File: src/rtl/sw_event_counter.sv
// sw_event_counter: samples a switch bank, counts rising "more switches set
// than the threshold" events up or down over DIGITS hex digits, shows the
// count on active-low 7-segment displays and mirrors the switches to LEDs.
module sw_event_counter #(
    parameter int SW_W     = 10,
    parameter int DIGITS   = 2,
    parameter int THRESH_W = 4,
    parameter bit SATURATE = 1'b0
) (
    input  logic                  clk50_i,
    input  logic                  arst_i,
    input  logic                  en_i,
    input  logic                  clr_i,
    input  logic                  dir_i,
    input  logic [SW_W-1:0]       sw_i,
    input  logic [THRESH_W-1:0]   thresh_i,
    output logic [SW_W-1:0]       ledr_o,
    output logic [4*DIGITS-1:0]   count_o,
    output logic [7*DIGITS-1:0]   hex_o,
    output logic                  event_o,
    output logic                  ovf_o
);

    localparam int CW = 4 * DIGITS;
    localparam int PW = $clog2(SW_W + 1);
    localparam logic [CW-1:0] CNT_MAX = '1;
    localparam logic [6:0]    SEG_ZERO = 7'b1000000;

    logic [SW_W-1:0] sw_q;
    logic            lvl_q;
    logic [PW-1:0]   pop;
    logic            lvl;
    logic            rise;
    logic            at_limit;
    logic [CW-1:0]   stepped;

    // Hex digit to active-low segments, bit order {g,f,e,d,c,b,a}.
    function automatic logic [6:0] seg7(input logic [3:0] v);
        logic [6:0] s;
        case (v)
            4'h0: s = 7'b1000000;
            4'h1: s = 7'b1111001;
            4'h2: s = 7'b0100100;
            4'h3: s = 7'b0110000;
            4'h4: s = 7'b0011001;
            4'h5: s = 7'b0010010;
            4'h6: s = 7'b0000010;
            4'h7: s = 7'b1111000;
            4'h8: s = 7'b0000000;
            4'h9: s = 7'b0010000;
            4'hA: s = 7'b0001000;
            4'hB: s = 7'b0000011;
            4'hC: s = 7'b1000110;
            4'hD: s = 7'b0100001;
            4'hE: s = 7'b0000110;
            default: s = 7'b0001110;
        endcase
        return s;
    endfunction

    // Population count of the sampled switches and threshold/edge detection.
    always_comb begin
        // NOTE: combinational logic uses blocking '=' and assigns every output a default first, so no latch can be inferred.
        pop = '0;
        for (int i = 0; i < SW_W; i++) begin
            pop = pop + PW'(sw_q[i]);
        end
        lvl  = (32'(pop) > 32'(thresh_i));
        rise = lvl & ~lvl_q;
    end

    // Next counter value one step in the selected direction, and whether that step crosses a limit.
    always_comb begin
        at_limit = dir_i ? (count_o == '0) : (count_o == CNT_MAX);
        stepped  = dir_i ? (count_o - CW'(1)) : (count_o + CW'(1));
    end

    // Input sampling: switch and level history run every cycle, LEDs load only when enabled.
    always_ff @(posedge clk50_i) begin
        // NOTE: clocked state uses non-blocking '<=' so every register samples pre-edge values, independent of statement order.
        if (arst_i) begin
            sw_q   <= '0;
            lvl_q  <= 1'b0;
            ledr_o <= '0;
        end else begin
            sw_q  <= sw_i;
            lvl_q <= lvl;
            if (en_i) begin
                ledr_o <= sw_i;
            end
        end
    end

    // Event counter with clear priority, wrap/saturate at the limits and a sticky overflow flag.
    always_ff @(posedge clk50_i) begin
        if (arst_i) begin
            count_o <= '0;
            event_o <= 1'b0;
            ovf_o   <= 1'b0;
        end else if (clr_i) begin
            count_o <= '0;
            event_o <= 1'b0;
            ovf_o   <= 1'b0;
        end else if (rise && en_i) begin
            event_o <= 1'b1;
            if (at_limit) begin
                ovf_o <= 1'b1;
            end
            if (!(at_limit && SATURATE)) begin
                count_o <= stepped;
            end
        end else begin
            event_o <= 1'b0;
        end
    end

    // Registered segment decode, one cycle behind count_o.
    always_ff @(posedge clk50_i) begin
        if (arst_i) begin
            hex_o <= {DIGITS{SEG_ZERO}};
        end else begin
            for (int k = 0; k < DIGITS; k++) begin
                hex_o[7*k +: 7] <= seg7(count_o[4*k +: 4]);
            end
        end
    end

endmodule

File: config.mk
export PLATFORM = sky130hd
export DESIGN_NAME = sw_event_counter
export DESIGN_NICKNAME = d
export VERILOG_FILES = /design/src/rtl/sw_event_counter.sv
export SDC_FILE = /design/constraint.sdc
export NUM_CORES = 1
export LEC_CHECK = 0
export ABC_AREA = 1
export CAP_MARGIN = 20
export CORE_MARGIN = 3
export CORE_UTILIZATION = 40
export DETAILED_ROUTE_END_ITERATION = 8
export HOLD_SLACK_MARGIN = 0.12
export PLACE_DENSITY = 0.67
export SLEW_MARGIN = 20
export SYNTH_ARGS = -nofsm -noshare
export SYNTH_HDL_FRONTEND = slang
export SYNTH_SLANG_ARGS = --single-unit
export TNS_END_PERCENT = 5
File: constraint.sdc
create_clock -name clk50_i -period 4.31 [get_ports clk50_i]
set_input_delay 1.0775 -clock clk50_i [delete_from_list [all_inputs] [get_ports clk50_i]]
set_output_delay 1.0775 -clock clk50_i [all_outputs]
set_load 0.01 [all_outputs]
# Word level (Yosys, flattened, before mapping)
# Memory sizes are Yosys's and may differ from the RTL's. A register that Yosys moved wholly into a read port is not among the register bits.
# Cells that the tools add are included.
# word_totals
mem_count,2
romBits,224
in_bits,19
elab_cells,30
ff_bits,31
# op_classes
n_mux,3
bitwise,2
reduce_logical,4
addsub,11
n_eq_ne,1
n_lt_le_gt_ge,1
# memory_table
memory,words,word_bits,rd,rd_clocked_by_memory_dff,write_ports,line,source
(name not given),16,7,1,1,0,40,case (v)
(name not given),16,7,1,1,0,40,
# op_table
op,n
adder 4 x 1 -> 4 bit,6
adder 8 x 1 -> 8 bit (second input constant),1
== test 8 bit (second input constant),1
logical NOT 8 bit,1
2-to-1 mux 8 bit,1
subtractor 8 x 1 -> 8 bit (second input constant),1
adder 3 x 1 -> 4 bit,1
greater-than comparator 4 bit,1
adder 2 x 1 -> 3 bit,1
adder 1 x 1 -> 2 bit,1
2-to-1 mux 1 bit,2
AND reduction 2 bit,1
OR reduction 2 bit,1
AND 1 bit,1
logical AND 1 bit,1
inverter 1 bit,1

# Depth between registers and ports, before layout
# depth
ltp_word,13
ltp_mapped,18

# Worst setup path after synthesis
# Ideal clock, no wire load.
# synth_path
path_kind,register -> register
startpoint,reg sw_q[0]
endpoint,reg count_o[0]
arrival_ps,3416
setup_time_ps,113
setup_slack_ps,781
period_less_slack_ps,3529
t_required_ps,4197
stages_incl_launch_ff,18
path_buffers,1
cell_sequence,dfxtp_1 > inv_1 > fa_1 > fa_1 > fa_1 > inv_1 > ha_1 > fa_1 > xor2_1 > ha_1 > nand2_1 > inv_2 > nand3_1 > nand3_4 > buf_6 > nand2_1 > nand2_1 > nor2_1
# synth_between
elab_chain_cells,12
# synth_rtl
item,line,source
from (decl),29,logic [SW_W-1:0] sw_q;
from (signal assigned),86,sw_q <= sw_i;
adder 1 x 1 -> 2 bit,66,pop = pop + PW'(sw_q[i]);
adder 2 x 1 -> 3 bit,66,
adder 3 x 1 -> 4 bit,66,
adder 4 x 1 -> 4 bit (6 in series),66,
greater-than comparator 4 bit,68,lvl = (32'(pop) > 32'(thresh_i));
AND 1 bit,69,rise = lvl & ~lvl_q;
logical AND 1 bit,104,end else if (rise && en_i) begin
to (signal assigned),110,count_o <= stepped;
to (decl),18,"output logic [4*DIGITS-1:0] count_o,"
# Every way passes these cells.
# A chain may end at the register's enable or synchronous reset.

# Worst setup path after layout
# layout_path
startpoint,reg sw_q[0]
endpoint,reg count_o[4]
# Same word-level chain as after synthesis.

==> results.json <==
{
  "outcome": "finished, final reports clean",
  "synth-seq-cells": 45,
  "worst_pin_slew_ns": 0.6434,
  "grt_pass1_wl_um": 9335,
  "cts_tree": "built",
  "core_sq_um": 6026,
  "yosys_warnings": 0,
  "drt_iter0_drc": 74,
  "rows": 28,
  "die_w_um": 85.41,
  "synth_ff_type": "dfxtp_1",
  "clkLatencyLatePin_ns": 0.30,
  "start_kind": "flop",
  "crit_slowest_cell": "fa_1",
  "cpPeakStageDelay_ns": 0.55,
  "grt_setup_unrepaired": "false",
  "p_leak_uw": 0.001526,
  "grt_max_degree": 22,
  "hold_viol": 0,
  "drive_gt1_share_pct": 3.886,
  "crit_path_end_kind": "flop",
  "syn_area_per_cell_sq_um": 7.530,
  "fin_skew_ns": 0.005017,
  "crit_top_cell": "fa_1",
  "pwr-share-seq_pct": 45.5,
  "final_common_cell": "nand2_1",
  "worst_hold_path_type": "reg -> reg",
  "relSlewSlack_pct": 56.97,
  "multi_input_area_sq_um": 1319,
  "cts_sinks": 45,
  "p_int_uw": 699.3,
  "synth_top_cells_by_area": "dfxtp_1, ha_1, nand2_1",
  "report.final.slew_viol_count": 0,
  "layout_common_cells": "nand2_1, inv_1, clkdlybuf4s50_1",
  "cts_buffers": 5,
  "initial_core_util_pct": 41.86,
  "cp_max_fo": 15,
  "crit_path_cell_trace": "inv_1 > fa_1 > fa_1 > fa_1 > inv_1 > ha_1 > fa_1 > xor2_1 > ha_1 > nand2_1 > inv_2 > nand3_1 > nand3_4 > o21ai_0 > nor2_1",
  "r2r_start": "sw_q[0]",
  "vias_per_cell": 4.664,
  "nFillCells": 599,
  "setup_viol": 0,
  "irDropWorstVdd_uv": 197.2,
  "synthCells": 335,
  "tns_ns": 0,
  "die_y_um": 85.41,
  "ant_nets": 0,
  "n_antenna_cell": 0,
  "port_buffers": 52,
  "cts_setup_buffers": 0,
  "place_area_sq_um": 3078,
  "cts.hold.buffers_added": 0,
  "drc": 0,
  "p_sw_uw": 332.2,
  "syn_area_sq_um": 2522,
  "dp_hpwl_um": 4111,
  "ioPinCount": 53,
  "cts-resized-gates": 0,
  "holdCritStartpoint": "ovf_o",
  "routedWlPerCell_um": 11.56,
  "r2r_end": "count_o[4]",
  "cts.clk_slew.worst_paths_ns": 0.08,
  "yosysTopAreaCell": "dfxtp_1",
  "grt_pass1_vias": 2064,
  "seq_area_frac_synth_pct": 35.71,
  "combPwrFrac_pct": 29.6,
  "dp_cells": 453,
  "swShare_pct": 32.20,
  "synth_edf_count": 0,
  "place.gp.congestion": 0.8290,
  "firstDrtPassIters": 4,
  "design_area_sq_um": 3166,
  "whs_path_depth": 2,
  "cts_max_level": 2,
  "hold_slack_ns": 0.4725,
  "cp.required_ns": 4.51,
  "routed_wl_um": 5331,
  "grt_overflow": 0,
  "synthArstFlopShare_pct": 0,
  "cts.path.max_buffers": 2,
  "r2r_slack_ns": 0.64,
  "criticalPathCategory": "reg -> reg",
  "groute.usage.overall_pct": 15.82,
  "final_nets": 435,
  "grt_antenna_before_repair": 0,
  "crit_arrival_ns": 3.88,
  "synth_top_area_share_pct": 35.71,
  "worstRegToRegCells": 15,
  "vias": 2150,
  "fmax_ghz": 0.2721,
  "cap_violations": 0,
  "power_density_nw_per_um2": 325.9,
  "synth_fp_nets": 385,
  "final-seq-area_sq_um": 900.9,
  "min_period_ns": 3.675,
  "post-route-period-util_pct": 85.26,
  "area_growth_pct": 25.50,
  "hold_end": "ovf_o",
  "pwr-share-clk_pct": 24.9,
  "root_buffer": "clkbuf_8",
  "finalNonFillerCells": 461,
  "synthDistinctLibCells": 29,
  "dieArea_sq_um": 7295
}
[per-stage QoR]
| stage | power (uW) | utilization, % | setup slack (ns) |
|---|---|---|---|
| after floorplan | 684.0 | - | 0.7805 |
| after global placement | 780.9 | 51.08 | 0.7032 |
| after detailed placement | 788.3 | 51.08 | 0.6177 |
| after CTS | 1048 | 52.53 | 0.5986 |
| after global routing | 1109 | 52.53 | 0.4097 |
| final | 1032 | 52.53 | 0.6353 |
[cell usage after synthesis, types with 4 or more instances]
cell type  instances
ha_1              24
nor2_1            36
nand2_1           67
a21oi_1           26
nand3_1           12
buf_2              5
inv_1             61
dfxtp_1           45
nand4_1            4
fa_1               7
o21ai_0           20
[worst max path at each step]
stage | endpoint | from | cells past startpoint
3_3_place_gp | count_o[4] | sw_q[0] | 15
2_1_floorplan | count_o[0] | sw_q[0] | 17
5_1_grt | count_o[5] | sw_q[0] | 17
6_report | count_o[4] | sw_q[0] | 15
4_1_cts | count_o[4] | sw_q[0] | 15
3_5_place_dp | count_o[4] | sw_q[0] | 15
[power groups by stage]
stage                     Clock (uW)  Sequential [uW]  Combinational, uW
after floorplan                    0              482                202
final                            257              469                305
after detailed placement           0              479                309
after CTS                        268              469                311
after global routing             282              473                353
after global placement             0              478                303
[routing by layer]
layer	wire [um]	track usage, %	part of all wire, %	up-vias
met5	0	0	0	-
met4	88	6.043	1.7	0
met3	259	3.883	4.9	10
met2	2453	25.21	46	44
met1	2529	20.65	47	953
li1	-	-	-	1143
[critical path, delay by kind of cell (launching register included)]
| family | cells | cell delay (ns) |
|---|---|---|
| compound gates | 1 | 0.19 |
| xor+xnor | 1 | 0.15 |
| fa+ha+maj | 6 | 2.32 |
| buf+inv | 3 | 0.13 |
| flops | 1 | 0.31 |
| simple gates | 4 | 0.45 |
[registers in the layout, indices dropped and copies added, names as in the netlist]
signal / flops
event_o: 1
count_o: 8
lvl_q: 1
hex_o: 14
ovf_o: 1
ledr_o: 10
sw_q: 10
[area by class of cell]
cell class              count  area share, %
clock inverters             2         0.4743
repair buffers             53          16.68
inverters                  63          7.470
flip-flops and latches     45          28.46
well taps                  75          2.964
multi-input cells         217          41.66
clock buffers               6          2.292
[cell families after synthesis]
kind of cell / after synthesis / synth area share, %
compound gates: 55 / 11.66
xor+xnor: 4 / 1.389
buf+inv: 73 / 12.00
flops: 45 / 35.71
fa+ha+maj: 31 / 17.46
simple gates: 127 / 21.78
Power figures use the tool's default switching activity.
